`config.mk`:
```
export PLATFORM = sky130hd
export DESIGN_NAME = gf_dsm
export DESIGN_NICKNAME = d
export VERILOG_FILES = /design/src/rtl/gf_asm_pkg.sv /design/src/rtl/gf_dsm_decode.sv /design/src/rtl/gf_dsm.sv
export SDC_FILE = /design/constraint.sdc
export NUM_CORES = 1
export LEC_CHECK = 0
export ABC_AREA = 0
export CAP_MARGIN = 20
export CORE_MARGIN = 10
export CORE_UTILIZATION = 45
export DETAILED_ROUTE_END_ITERATION = 8
export HOLD_SLACK_MARGIN = 0.02
export PLACE_DENSITY = 0.73
export SLEW_MARGIN = 20
export SYNTH_ARGS = -nofsm -noshare
export SYNTH_HDL_FRONTEND = slang
export SYNTH_HIERARCHICAL = 1
export SYNTH_SLANG_ARGS = --single-unit
```
`constraint.sdc`:
```
create_clock -name clk -period 1.6 [get_ports clk]
set_clock_uncertainty 0.15 [all_clocks]
set_input_delay 0.16 -clock clk [delete_from_list [all_inputs] [get_ports clk]]
set_output_delay 0.16 -clock clk [all_outputs]
set_load 0.02 [all_outputs]
```
`src/rtl/gf_asm_pkg.sv`:
```
// -----------------------------------------------------------------------------
// gf_asm_pkg
//   Shared definitions for the Galois-field packed-code assembler/disassembler
//   pair.
//
//   Packed code layout (W = SIZE/2, code is W+1 bits):
//     c[W]=1, c[W-1:0]=0  -> SPECIAL : both half flags set, all else zero
//     c[W]=1, c[W-1:0]!=0 -> ILLEGAL : expands to zero
//     c[W:W-1]=00         -> UPPER   : {c[W-1:0], W'b0}
//     c[W:W-1]=01         -> LOWER   : {1, 0.., 0, c[W-2:0]}
//
//   Contents:
//     kind_e     : classification of a packed code
//     half_w()   : derives the half width from SIZE
//     SIZE_DEF / WIDTH_DEF / OUT_DEF : the default geometry
//     gf_decode(): pure decode at the default geometry
//     gf_encode(): inverse of gf_decode for UPPER/LOWER/SPECIAL words
// -----------------------------------------------------------------------------
package gf_asm_pkg;

    typedef enum logic [1:0] {
        KIND_UPPER   = 2'd0,
        KIND_LOWER   = 2'd1,
        KIND_SPECIAL = 2'd2,
        KIND_ILLEGAL = 2'd3
    } kind_e;

    // SIZE must be even and at least 4 so that each half has a flag bit
    // plus at least one payload bit.
    function automatic int half_w(input int size);
        return size / 2;
    endfunction

    localparam int SIZE_DEF  = 6;
    localparam int WIDTH_DEF = half_w(SIZE_DEF);
    localparam int OUT_DEF   = WIDTH_DEF + 1;

    typedef struct packed {
        logic [SIZE_DEF-1:0] data;
        kind_e               kind;
    } dec_t;

    function automatic dec_t gf_decode(input logic [OUT_DEF-1:0] code);
        dec_t res;
        res.data = '0;
        res.kind = KIND_UPPER;
        if (code[WIDTH_DEF]) begin
            if (code[WIDTH_DEF-1:0] == '0) begin
                res.kind = KIND_SPECIAL;
                res.data = {1'b1, {(WIDTH_DEF-1){1'b0}}, 1'b1, {(WIDTH_DEF-1){1'b0}}};
            end else begin
                res.kind = KIND_ILLEGAL;
            end
        end else if (code[WIDTH_DEF-1]) begin
            res.kind = KIND_LOWER;
            res.data = {1'b1, {(WIDTH_DEF-1){1'b0}}, 1'b0, code[WIDTH_DEF-2:0]};
        end else begin
            res.data = {code[WIDTH_DEF-1:0], {WIDTH_DEF{1'b0}}};
        end
        return res;
    endfunction

    // Re-packs an expanded word. Only meaningful for words that came out of
    // gf_decode as UPPER, LOWER or SPECIAL; ILLEGAL information is lost.
    function automatic logic [OUT_DEF-1:0] gf_encode(input logic [SIZE_DEF-1:0] data);
        logic [SIZE_DEF-1:0] special_word;
        special_word = {1'b1, {(WIDTH_DEF-1){1'b0}}, 1'b1, {(WIDTH_DEF-1){1'b0}}};
        if (data == special_word) begin
            return {1'b1, {WIDTH_DEF{1'b0}}};
        end else if (data[SIZE_DEF-1]) begin
            return {2'b01, data[WIDTH_DEF-2:0]};
        end else begin
            return {1'b0, data[SIZE_DEF-1:WIDTH_DEF]};
        end
    endfunction

endpackage

```
`src/rtl/gf_dsm_decode.sv`:
```
// -----------------------------------------------------------------------------
// gf_dsm_decode
//   Purely combinational expansion of one packed GF code into a two-half word
//   and its kind.
//
//   Ports:
//     code : OUT-bit packed code
//     data : SIZE-bit expanded word (upper half = high field, lower = low)
//     kind : 0=UPPER 1=LOWER 2=SPECIAL 3=ILLEGAL
// -----------------------------------------------------------------------------
module gf_dsm_decode
    import gf_asm_pkg::*;
#(
    parameter  int SIZE  = 6,
    localparam int WIDTH = half_w(SIZE),
    localparam int OUT   = WIDTH + 1
) (
    input  logic [OUT-1:0]  code,
    output logic [SIZE-1:0] data,
    output logic [1:0]      kind
);

    always_comb begin
        data = '0;
        kind = KIND_UPPER;
        if (code[WIDTH]) begin
            // Top bit set: only the all-zero payload is a legal (SPECIAL) code.
            if (code[WIDTH-1:0] == '0) begin
                kind = KIND_SPECIAL;
                data = {1'b1, {(WIDTH-1){1'b0}}, 1'b1, {(WIDTH-1){1'b0}}};
            end else begin
                kind = KIND_ILLEGAL;
            end
        end else if (code[WIDTH-1]) begin
            // LOWER: high half carries only its flag, low half flag is clear.
            kind = KIND_LOWER;
            data = {1'b1, {(WIDTH-1){1'b0}}, 1'b0, code[WIDTH-2:0]};
        end else begin
            data = {code[WIDTH-1:0], {WIDTH{1'b0}}};
        end
    end

endmodule

```
`src/rtl/gf_dsm.sv`:
```
// -----------------------------------------------------------------------------
// gf_dsm
//   Streaming disassembler for GF packed codes. Each accepted code is decoded
//   and presented one cycle later. A single output register plus one skid
//   register keep in_ready fully registered while sustaining 1 word/cycle.
//
//   Handshake: a word moves on a side exactly when valid && ready are high at
//   the rising clock edge; a producer holds valid and its payload until
//   accepted, and the output holds out_data/out_kind stable while
//   out_valid=1 and out_ready=0.
//
//   Ports:
//     clk, rst              : clock, asynchronous active-high reset
//     in_valid/in_ready     : packed-code input handshake
//     in_code               : OUT-bit packed code
//     out_valid/out_ready   : expanded-word output handshake
//     out_data              : SIZE-bit expanded word
//     out_kind              : 0=UPPER 1=LOWER 2=SPECIAL 3=ILLEGAL
//     err_sticky / err_clr  : ILLEGAL-seen flag and its synchronous clear
//     spec_cnt              : saturating count of accepted SPECIAL codes
// -----------------------------------------------------------------------------
module gf_dsm
    import gf_asm_pkg::*;
#(
    parameter  int SIZE  = 6,
    parameter  int CNT_W = 8,
    localparam int WIDTH = half_w(SIZE),
    localparam int OUT   = WIDTH + 1
) (
    input  logic             clk,
    input  logic             rst,
    input  logic             in_valid,
    output logic             in_ready,
    input  logic [OUT-1:0]   in_code,
    output logic             out_valid,
    input  logic             out_ready,
    output logic [SIZE-1:0]  out_data,
    output logic [1:0]       out_kind,
    output logic             err_sticky,
    input  logic             err_clr,
    output logic [CNT_W-1:0] spec_cnt
);

    localparam logic [CNT_W-1:0] CNT_ONE = {{(CNT_W-1){1'b0}}, 1'b1};
    localparam logic [CNT_W-1:0] CNT_MAX = {CNT_W{1'b1}};

    logic [SIZE-1:0] dec_data;
    logic [1:0]      dec_kind;

    logic            skid_valid;
    logic [SIZE-1:0] skid_data;
    logic [1:0]      skid_kind;

    logic in_fire;
    logic out_free;

    gf_dsm_decode #(.SIZE(SIZE)) u_decode (
        .code (in_code),
        .data (dec_data),
        .kind (dec_kind)
    );

    // in_ready comes straight from a flop: the skid slot is the only thing
    // that can refuse input, so out_ready never reaches in_ready.
    assign in_ready = !skid_valid;
    assign in_fire  = in_valid && in_ready;
    // The output register can take a new word if it is empty or draining.
    assign out_free = !out_valid || out_ready;

    always_ff @(posedge clk or posedge rst) begin
        if (rst) begin
            out_valid  <= 1'b0;
            out_data   <= '0;
            out_kind   <= KIND_UPPER;
            skid_valid <= 1'b0;
            skid_data  <= '0;
            skid_kind  <= KIND_UPPER;
        end else begin
            if (out_free) begin
                if (skid_valid) begin
                    // The skid word is older than anything at the input.
                    // in_ready is low whenever the skid is full, so no input
                    // can be accepted in this cycle.
                    out_valid  <= 1'b1;
                    out_data   <= skid_data;
                    out_kind   <= skid_kind;
                    skid_valid <= 1'b0;
                end else if (in_fire) begin
                    out_valid <= 1'b1;
                    out_data  <= dec_data;
                    out_kind  <= dec_kind;
                end else begin
                    out_valid <= 1'b0;
                end
            end else if (in_fire) begin
                // Output is stalled: park the new word in the skid register.
                skid_valid <= 1'b1;
                skid_data  <= dec_data;
                skid_kind  <= dec_kind;
            end
        end
    end

    // An ILLEGAL acceptance in the same cycle as err_clr keeps the flag set.
    always_ff @(posedge clk or posedge rst) begin
        if (rst) begin
            err_sticky <= 1'b0;
        end else if (in_fire && (dec_kind == KIND_ILLEGAL)) begin
            err_sticky <= 1'b1;
        end else if (err_clr) begin
            err_sticky <= 1'b0;
        end
    end

    always_ff @(posedge clk or posedge rst) begin
        if (rst) begin
            spec_cnt <= '0;
        end else if (in_fire && (dec_kind == KIND_SPECIAL) && (spec_cnt != CNT_MAX)) begin
            spec_cnt <= spec_cnt + CNT_ONE;
        end
    end

endmodule

```
* After elaboration in Yosys (flattened, before gate mapping)
Cells that the tools add are included.
Word-level totals: register bits 27, bits of input ports 9, output and inout port bits 19, word-level logic and storage cells 42
Cells by class: add/subtract/negate cells 1, equality and inequality tests 3, muxes and demuxes 16, bitwise gates (word level) 1, reductions and logical operators 13
Operators with widths (number):
- $mux 6 | 5
- $add 8x1->8 const B | 1
- $mux 1 | 8
- $ne 8x8->1 const B | 1
- $mux 2 | 3
- $reduce_bool 2->1 | 3
- $eq 2x2->1 const B | 2
- $logic_and 1x1->1 | 4
- $reduce_and 2->1 | 2
- $logic_not 3->1 | 1
- $logic_not 1->1 | 2
- $logic_or 1x1->1 | 1
- $not 1->1 | 1

* Logic depth before layout (Yosys ltp)
Gate-level depths: netlist of run 1.
depth after elaboration 6, mapped depth 5, mapped depth without buffers 5

* Cells and area by module
Netlist of run 1, hierarchy kept.
By module, submodules not included:
- gf_dsm | times used 1, cells an instance 95, area each 1265.0 um^2, seq. area each 675.6 um^2
- gf_dsm_decode | times used 1, cells an instance 10, area each 75.1 um^2, seq. area each 0.0 um^2

* Least setup slack after synthesis of run 1
No wires, ideal clock.
path type register -> register, start register spec_cnt[0], end register spec_cnt[1], library setup time 0.125 ns, arrival time 1.459 ns, required time 1.325 ns, path slack -0.134 ns, cell stages (with the launch flop) 5, path buffers 0, clock period less this slack 1.734 ns, cells stage by stage dfrtp_1 > ha_1 > nand3_1 > o21ai_2 > mux2_2
Between the ends: cells in the longest elaborated chain, start to end 2, elaborated cells on any way between the ends 3, classes of those cells add/sub (1); eq/ne (1); reduce/logical (1)
Ends and longest elaborated chain:
- start, declared | RTL line gf_dsm.sv:41 | output logic [CNT_W-1:0] spec_cnt
- start signal, assigned | RTL line gf_dsm.sv:119 | spec_cnt <= spec_cnt + CNT_ONE;
- parallel branches: the longest is 2 deep, another holds $add 8x1->8
Parallel ways; which one is timed is not known. A chain may end at the register's enable or synchronous reset.

* Worst setup path after layout of run 1
start input in_code[3], end register spec_cnt[6]
Between the ends: cells in the longest elaborated chain, start to end 4
Ends and longest elaborated chain:
- start, declared | RTL line gf_dsm.sv:34 | input logic [OUT-1:0] in_code,
- $mux 2 | RTL line gf_dsm_decode.sv:26 | if (code[WIDTH]) begin
- named net dec_kind[0] | RTL line gf_dsm.sv:48 | logic [1:0] dec_kind;
- $eq 2x2->1 | RTL line gf_dsm.sv:118 | end else if (in_fire && (dec_kind == KIND_SPECIAL) && (spec_cnt != CNT_MAX)) begin
- $logic_and 1x1->1 (2 in a row) | RTL line gf_dsm.sv:118
The timed path passes the listed nets, and every way through them passes these cells.

==> results.sh, run 1 <==
export IMPL_outcome="finished, final reports clean"
export IMPL_crit_arrival_ps=1630
export IMPL_path_max_fanout=4
export IMPL_cp_start_kind="input port"
export IMPL_dieArea_um2=5560
export IMPL_root_buffer="clkbuf_4"
export IMPL_clock_latency_ps=310
export IMPL_drt_iter0_drc=56
export IMPL_cp_required_ps=1670
export IMPL_cts_hold_buffers_added=0
export IMPL_routed_via_count=989
export IMPL_tightest_slew_ps=343
export IMPL_syn_avg_cell_area_um2=12.8
export IMPL_hpwl_mm=2.13
export IMPL_stdcell_count=188
export IMPL_fin_crit_ps=1560
export IMPL_synth_cell_type_count=32
export IMPL_cts_sinks=27
export IMPL_yosys_warnings=6
export IMPL_tns_ps=0
export IMPL_start_util_pct=47.8
export IMPL_ys_seq_area_share_pct=50.4
export IMPL_criticalPathCategory="in -> reg"
export IMPL_syn_to_final_growth_pct=39.1
export IMPL_io_pins=28
export IMPL_endpoint="spec_cnt[6]$_DFFE_PP0P_"
export IMPL_vdd_ir_drop_max_mv=0.515
export IMPL_slowest_stage="clkdlybuf4s50_1"
export IMPL_maxCapViolations=0
export IMPL_rsz0062_at_grt="yes"
export IMPL_fin_crit_sh_pct=97.5
export IMPL_grt_max_degree=28
export IMPL_crit_path_max_incr_delay_ps=420
export IMPL_grt_pass1_vias=1071
export IMPL_syn_nets=115
export IMPL_place_congestion=0.907
export IMPL_mostFrequentLayoutCells="mux2_2, dfrtp_1, buf_4"
export IMPL_antenna_diode_count=0
export IMPL_critPathCaptureType="flip-flop"
export IMPL_drive_gt1_share_pct=42.7
export IMPL_die_x_um=74.6
export IMPL_setup_slack_ps=39.8
export IMPL_finalMaxSlewViolations=0
export IMPL_postRouteWirelength_mm=2.87
export IMPL_setup_viol=0
export IMPL_cts_htree_levels=1
export IMPL_hold_viol=0
export IMPL_r2r_start="skid_valid$_DFFE_PP0P_"
export IMPL_clk_path_buf_depth=2
export IMPL_synth_seq_cells=27
export IMPL_r2r_end="spec_cnt[6]$_DFFE_PP0P_"
export IMPL_fp_dieH_um=74.6
export IMPL_fmax_mhz=641
export IMPL_final_common_cell="mux2_2"
export IMPL_cts_tree="built"
export IMPL_rows=19
export IMPL_holdWs_ps=21.7
export IMPL_slew_headroom_pct=77.1
export IMPL_syn_instance_count=105
export IMPL_vias_per_cell=5.26
export IMPL_num_nets_final=168
export IMPL_grt_util_all_layers_pct=11.0
export IMPL_drcViolationCount=0
export IMPL_netlist_area_um2=1340
export IMPL_rrSetupSlack_ps=60
export IMPL_hold_class="in -> async"
export IMPL_firstDrtPassIters=4
export IMPL_cts_made_buffers=3
export IMPL_routedWlPerCell_um=15.3
export IMPL_path_cells="clkdlybuf4s50_1, o21ai_1, nand2b_1, and4bb_4, nor3b_4, mux2_4"
export IMPL_final_util_pct=66.5
export IMPL_numPortBuffers=27
export IMPL_crit_start="in_code[3]"
export IMPL_reg2regPathDepth=3
export IMPL_overflow=0
export IMPL_core_um2=2810
export IMPL_dp_cells=179
export IMPL_antenna_found_initial=0
export IMPL_grt_first_pass_wirelength_mm=4.89
export IMPL_postRouteAntennaNets=0
export IMPL_p_per_area_nw_per_um2=968
export IMPL_path_clk_slew_ps=140
export IMPL_dp_slack_ps=-369
export IMPL_p_leak_nw=0.925
stage by stage:
step | power, mW | cell area, um^2
2_1_floorplan | 1.23 | 1350
3_3_place_gp | 1.55 | 1790
3_5_place_dp | 1.57 | 1790
4_1_cts | 1.81 | 1800
5_1_grt | 1.92 | 1860
6_report | 1.80 | 1860
layer usage:
metal	wire length (um)	global-route usage (%)	up-vias	part of all wire, %
met2	1430	18.6	13	50
met3	148	3.59	2	5.2
met4	17	2.73	0	0.59
met1	1270	13.1	487	44
li1	-	-	487	-
met5	0	0	-	0
flip-flops by register name, summed over array words and instances, names as in the netlist:
name / flops
spec_cnt: 8
out_data: 6
skid_data: 6
out_kind: 2
skid_kind: 2
err_sticky: 1
out_valid: 1
skid_valid: 1
worst min-delay path by stage:
stage / cells after the start / from / slack (ps) / endpoint
3_5_place_dp: 1 / skid_data[4]$_DFFE_PP0P_ / 340 / skid_data[4]$_DFFE_PP0P_
3_3_place_gp: 1 / skid_data[2]$_DFFE_PP0P_ / 330 / skid_data[2]$_DFFE_PP0P_
2_1_floorplan: 1 / rst / 60 / err_sticky$_DFFE_PP0P_
6_report: 3 / rst / 20 / spec_cnt[5]$_DFFE_PP0P_
5_1_grt: 3 / rst / 50 / spec_cnt[3]$_DFFE_PP0P_
4_1_cts: 3 / rst / 30 / out_data[5]$_DFFE_PP0P_
final cells by class:
| cell class | instances | area, um^2 |
|---|---|---|
| clock buffers | 3 | 22.5 |
| clock inverters | 1 | 5.00 |
| fillers | 224 | 941 |
| inverters | 5 | 18.8 |
| multi-input cells | 71 | 662 |
| flip-flops and latches | 27 | 679 |
| well taps | 31 | 38.8 |
| repair buffers | 50 | 438 |
cells by family after synthesis:
kind of cell,synth area share (%)
AO/OA/AOI/OAI,6.16
XOR/XNOR,1.96
adder cells (fa/ha/maj),0.934
buffers and inverters,2.33
flip-flops,50.4
multiplexers,22.1
AND/OR/NAND/NOR,16.1
report_power, final:
part,switching [mW],internal (mW)
registers,0.0891,0.801
clock network,0.195,0.0934
logic,0.310,0.316
critical path: cells and delay by family:
kind            cells  cell delay, ps
buf+inv             1             420
compound gates      1              90
simple gates        3             650
mux                 1             310
synth_stat cells:
cell / n / area (um^2)
and2_1: 1 / 6.26
o21ai_0: 1 / 5.00
mux2_4: 1 / 15.0
a21boi_4: 1 / 18.8
xnor2_1: 3 / 26.3
nor3_4: 1 / 16.3
buf_2: 1 / 5.00
inv_1: 5 / 18.8
a21o_1: 1 / 7.51
o22ai_1: 1 / 6.26
nand2_1: 7 / 26.3
ha_1: 1 / 12.5
nand4_1: 1 / 6.26
nor3b_2: 1 / 12.5
and3_2: 2 / 15.0
or3b_1: 1 / 8.76
mux2_2: 25 / 282
nand4b_1: 1 / 8.76
o21ai_2: 1 / 8.76
and4_1: 1 / 8.76
nor2_1: 2 / 7.51
nor4b_2: 1 / 15.0
o41ai_1: 1 / 8.76
buf_4: 1 / 7.51
nand2b_1: 4 / 25.0
nor3b_1: 2 / 15.0
and4bb_4: 1 / 16.3
a21oi_1: 2 / 10.0
o2111ai_1: 2 / 17.5
and3_1: 2 / 12.5
nand3_1: 3 / 15.0
dfrtp_1: 27 / 676
repair_timing:
| action | in CTS | in global routing |
|---|---|---|
| setup endpoints to repair | 30 | 18 |
| gates resized for setup | 21 | 7 |
| cloned | 0 | 0 |
| setup buffers | 1 | 4 |
| pin swaps | 0 | 3 |
Note: power is estimated with default switching activity, not from simulation.
==> inputs of run 2 (changes only) <==
CAP_MARGIN = unset   (was 20)
==> results of run 2 <==
Final layout, timing and power as in run 1 (identical DEF).
==> inputs of run 3 (changes only) <==
CELL_PAD_IN_SITES_DETAIL_PLACEMENT = 2   (was unset)
CELL_PAD_IN_SITES_GLOBAL_PLACEMENT = 2   (was unset)
CORE_UTILIZATION = 30   (was 45)
PLACE_DENSITY = 0.72   (was 0.73)
RECOVER_POWER = 25   (was unset)
SLEW_MARGIN = 25   (was 20)
==> results.sh, run 3 (synthesis gave the netlist of run 1 again) <==
export IMPL_outcome="finished, final reports clean"
export IMPL_finalMaxSlewViolations=0
export IMPL_clock_latency_ps=280
export IMPL_hold_class="in -> reg"
export IMPL_maxCapViolations=0
export IMPL_largest_register_ffs=8
export IMPL_antenna_found_initial=0
export IMPL_hold_viol=0
export IMPL_postRouteWirelength_mm=3.89
export IMPL_globalRouteMet1Util_pct=11.0
export IMPL_fin_crit_sh_pct=98.3
export IMPL_rsz0062_at_grt="yes"
export IMPL_mostFrequentLayoutCells="mux2_2, dfrtp_1, buf_4"
export IMPL_fp_dieH_um=86.8
export IMPL_start_util_pct=30.8
export IMPL_reg2regPathDepth=3
export IMPL_top_regs="spec_cnt: 8 flops, out_data: 6 flops, skid_data: 6 flops"
export IMPL_cts_sinks=27
export IMPL_io_pins=28
export IMPL_core_um2=4350
export IMPL_final_common_cell="mux2_2"
export IMPL_syn_to_final_growth_pct=45.9
export IMPL_numPortBuffers=27
export IMPL_holdWs_ps=278
export IMPL_cts_htree_levels=1
export IMPL_dieArea_um2=7540
export IMPL_grt_busiest_layer="met2"
export IMPL_crit_arrival_ps=1590
export IMPL_use_met2_pct=19.3
export IMPL_antenna_diode_count=0
export IMPL_routed_via_count=1033
export IMPL_drt_iter0_drc=30
export IMPL_cp_required_ps=1620
export IMPL_slew_headroom_pct=53.2
export IMPL_vdd_ir_drop_max_mv=0.590
export IMPL_p_per_area_nw_per_um2=1010
export IMPL_grt_max_degree=28
export IMPL_path_clk_slew_ps=90
export IMPL_fmax_mhz=636
export IMPL_path_max_fanout=5
export IMPL_overflow=0
export IMPL_critPathCaptureType="flip-flop"
export IMPL_cts_made_buffers=3
export IMPL_use_met3_pct=3.66
export IMPL_cp_start_kind="flip-flop"
export IMPL_root_buffer="clkbuf_8"
export IMPL_postRouteAntennaNets=0
export IMPL_tightest_slew_ps=702
export IMPL_criticalPathCategory="reg -> reg"
export IMPL_num_nets_final=166
export IMPL_vias_per_cell=4.99
export IMPL_fin_crit_ps=1570
export IMPL_routedWlPerCell_um=18.8
export IMPL_drcViolationCount=0
export IMPL_grt_util_all_layers_pct=10.4
export IMPL_grt_first_pass_wirelength_mm=6.21
export IMPL_holdPathStages=3
export IMPL_clk_path_buf_depth=2
export IMPL_place_congestion=0.723
export IMPL_drive_gt1_share_pct=44.5
export IMPL_grt_pass1_vias=1178
export IMPL_place_area_um2=1830
export IMPL_cts_tree="built"
export IMPL_die_x_um=86.8
export IMPL_rows=24
export IMPL_hpwl_mm=2.84
export IMPL_finalInstanceArea_um2=1960
export IMPL_regMostFlops="spec_cnt"
export IMPL_p_leak_nw=0.980
export IMPL_setup_viol=0
export IMPL_firstDrtPassIters=2
## run 3: changes by cell type in the layout (fill, tap and decap cells not counted), sizes merged
cell,previous run,this run
clkdlybuf4s15,1,0
dlymetal6s2s,2,7
buf,23,20
dlygate4sd2,18,12
clkdlybuf4s50,6,7
clkbuf,3,4
dlygate4sd3,0,1
## run 3: final timing paths
check / startpoint / to / slack [ps]
worst max-delay path: skid_valid$_DFFE_PP0P_ / spec_cnt[6]$_DFFE_PP0P_ / 30
worst min-delay path: in_code[3] / skid_kind[1]$_DFFE_PP0P_ / 280
worst max register to register: skid_valid$_DFFE_PP0P_ / spec_cnt[6]$_DFFE_PP0P_ / 30
worst min register to register: skid_data[4]$_DFFE_PP0P_ / skid_data[4]$_DFFE_PP0P_ / 360
max in group asynchronous: rst / skid_valid$_DFFE_PP0P_ / 460
min in group asynchronous: rst / spec_cnt[0]$_DFFE_PP0P_ / 350
## run 3: worst max-delay path, cell delays in order, from the launching register on
cell      delay [ps]
dfrtp_2          460
and4bb_4         340
nor3b_4          210
mux2_4           310
## run 3: routing by layer
| metal | wire (um) | share of wire [%] | vias up |
|---|---|---|---|
| met4 | 31 | 0.80 | 0 |
| met2 | 2150 | 55 | 14 |
| met1 | 1520 | 39 | 536 |
| met3 | 182 | 4.7 | 4 |
| li1 | - | - | 479 |
| met5 | 0 | 0 | - |
## run 3: layout make-up
| class | count | area [um^2] |
|---|---|---|
| Sequential cell | 27 | 682 |
| Multi-Input combinational cell | 71 | 687 |
| Clock inverter | 1 | 5.00 |
| Timing Repair Buffer | 48 | 457 |
| Tap cell | 52 | 65.1 |
| Clock buffer | 3 | 41.3 |
| Fill cell | 452 | 2400 |
| Inverter | 5 | 18.8 |
## run 3: what timing repair did
action / CTS / global route
setup endpoints to repair: 17 / 25
pin swaps: 2 / 2
hold buffers: 0 / 0
setup buffers: 1 / 2
resized for setup: 16 / 17
endpoints found under the hold margin: 0 / 0
## run 3: where the power goes
part	internal [mW]	total [mW]	switching [mW]
sequential	0.802	0.905	0.104
combinational	0.343	0.673	0.329
clock	0.175	0.395	0.220
## run 3: per-stage QoR
step                      instances  setup TNS (ps)  worst slack [ps]  util, %  power [mW]
after floorplan                 105               0              3.33        -        1.23
after global placement          200           -5140              -341     42.0        1.57
after detailed placement        200           -6510              -433     42.0        1.61
after CTS                       205               0             0.873     43.4        1.99
after global routing            207           -39.1             -21.3     44.9        2.09
final                           207               0              26.9     44.9        1.97
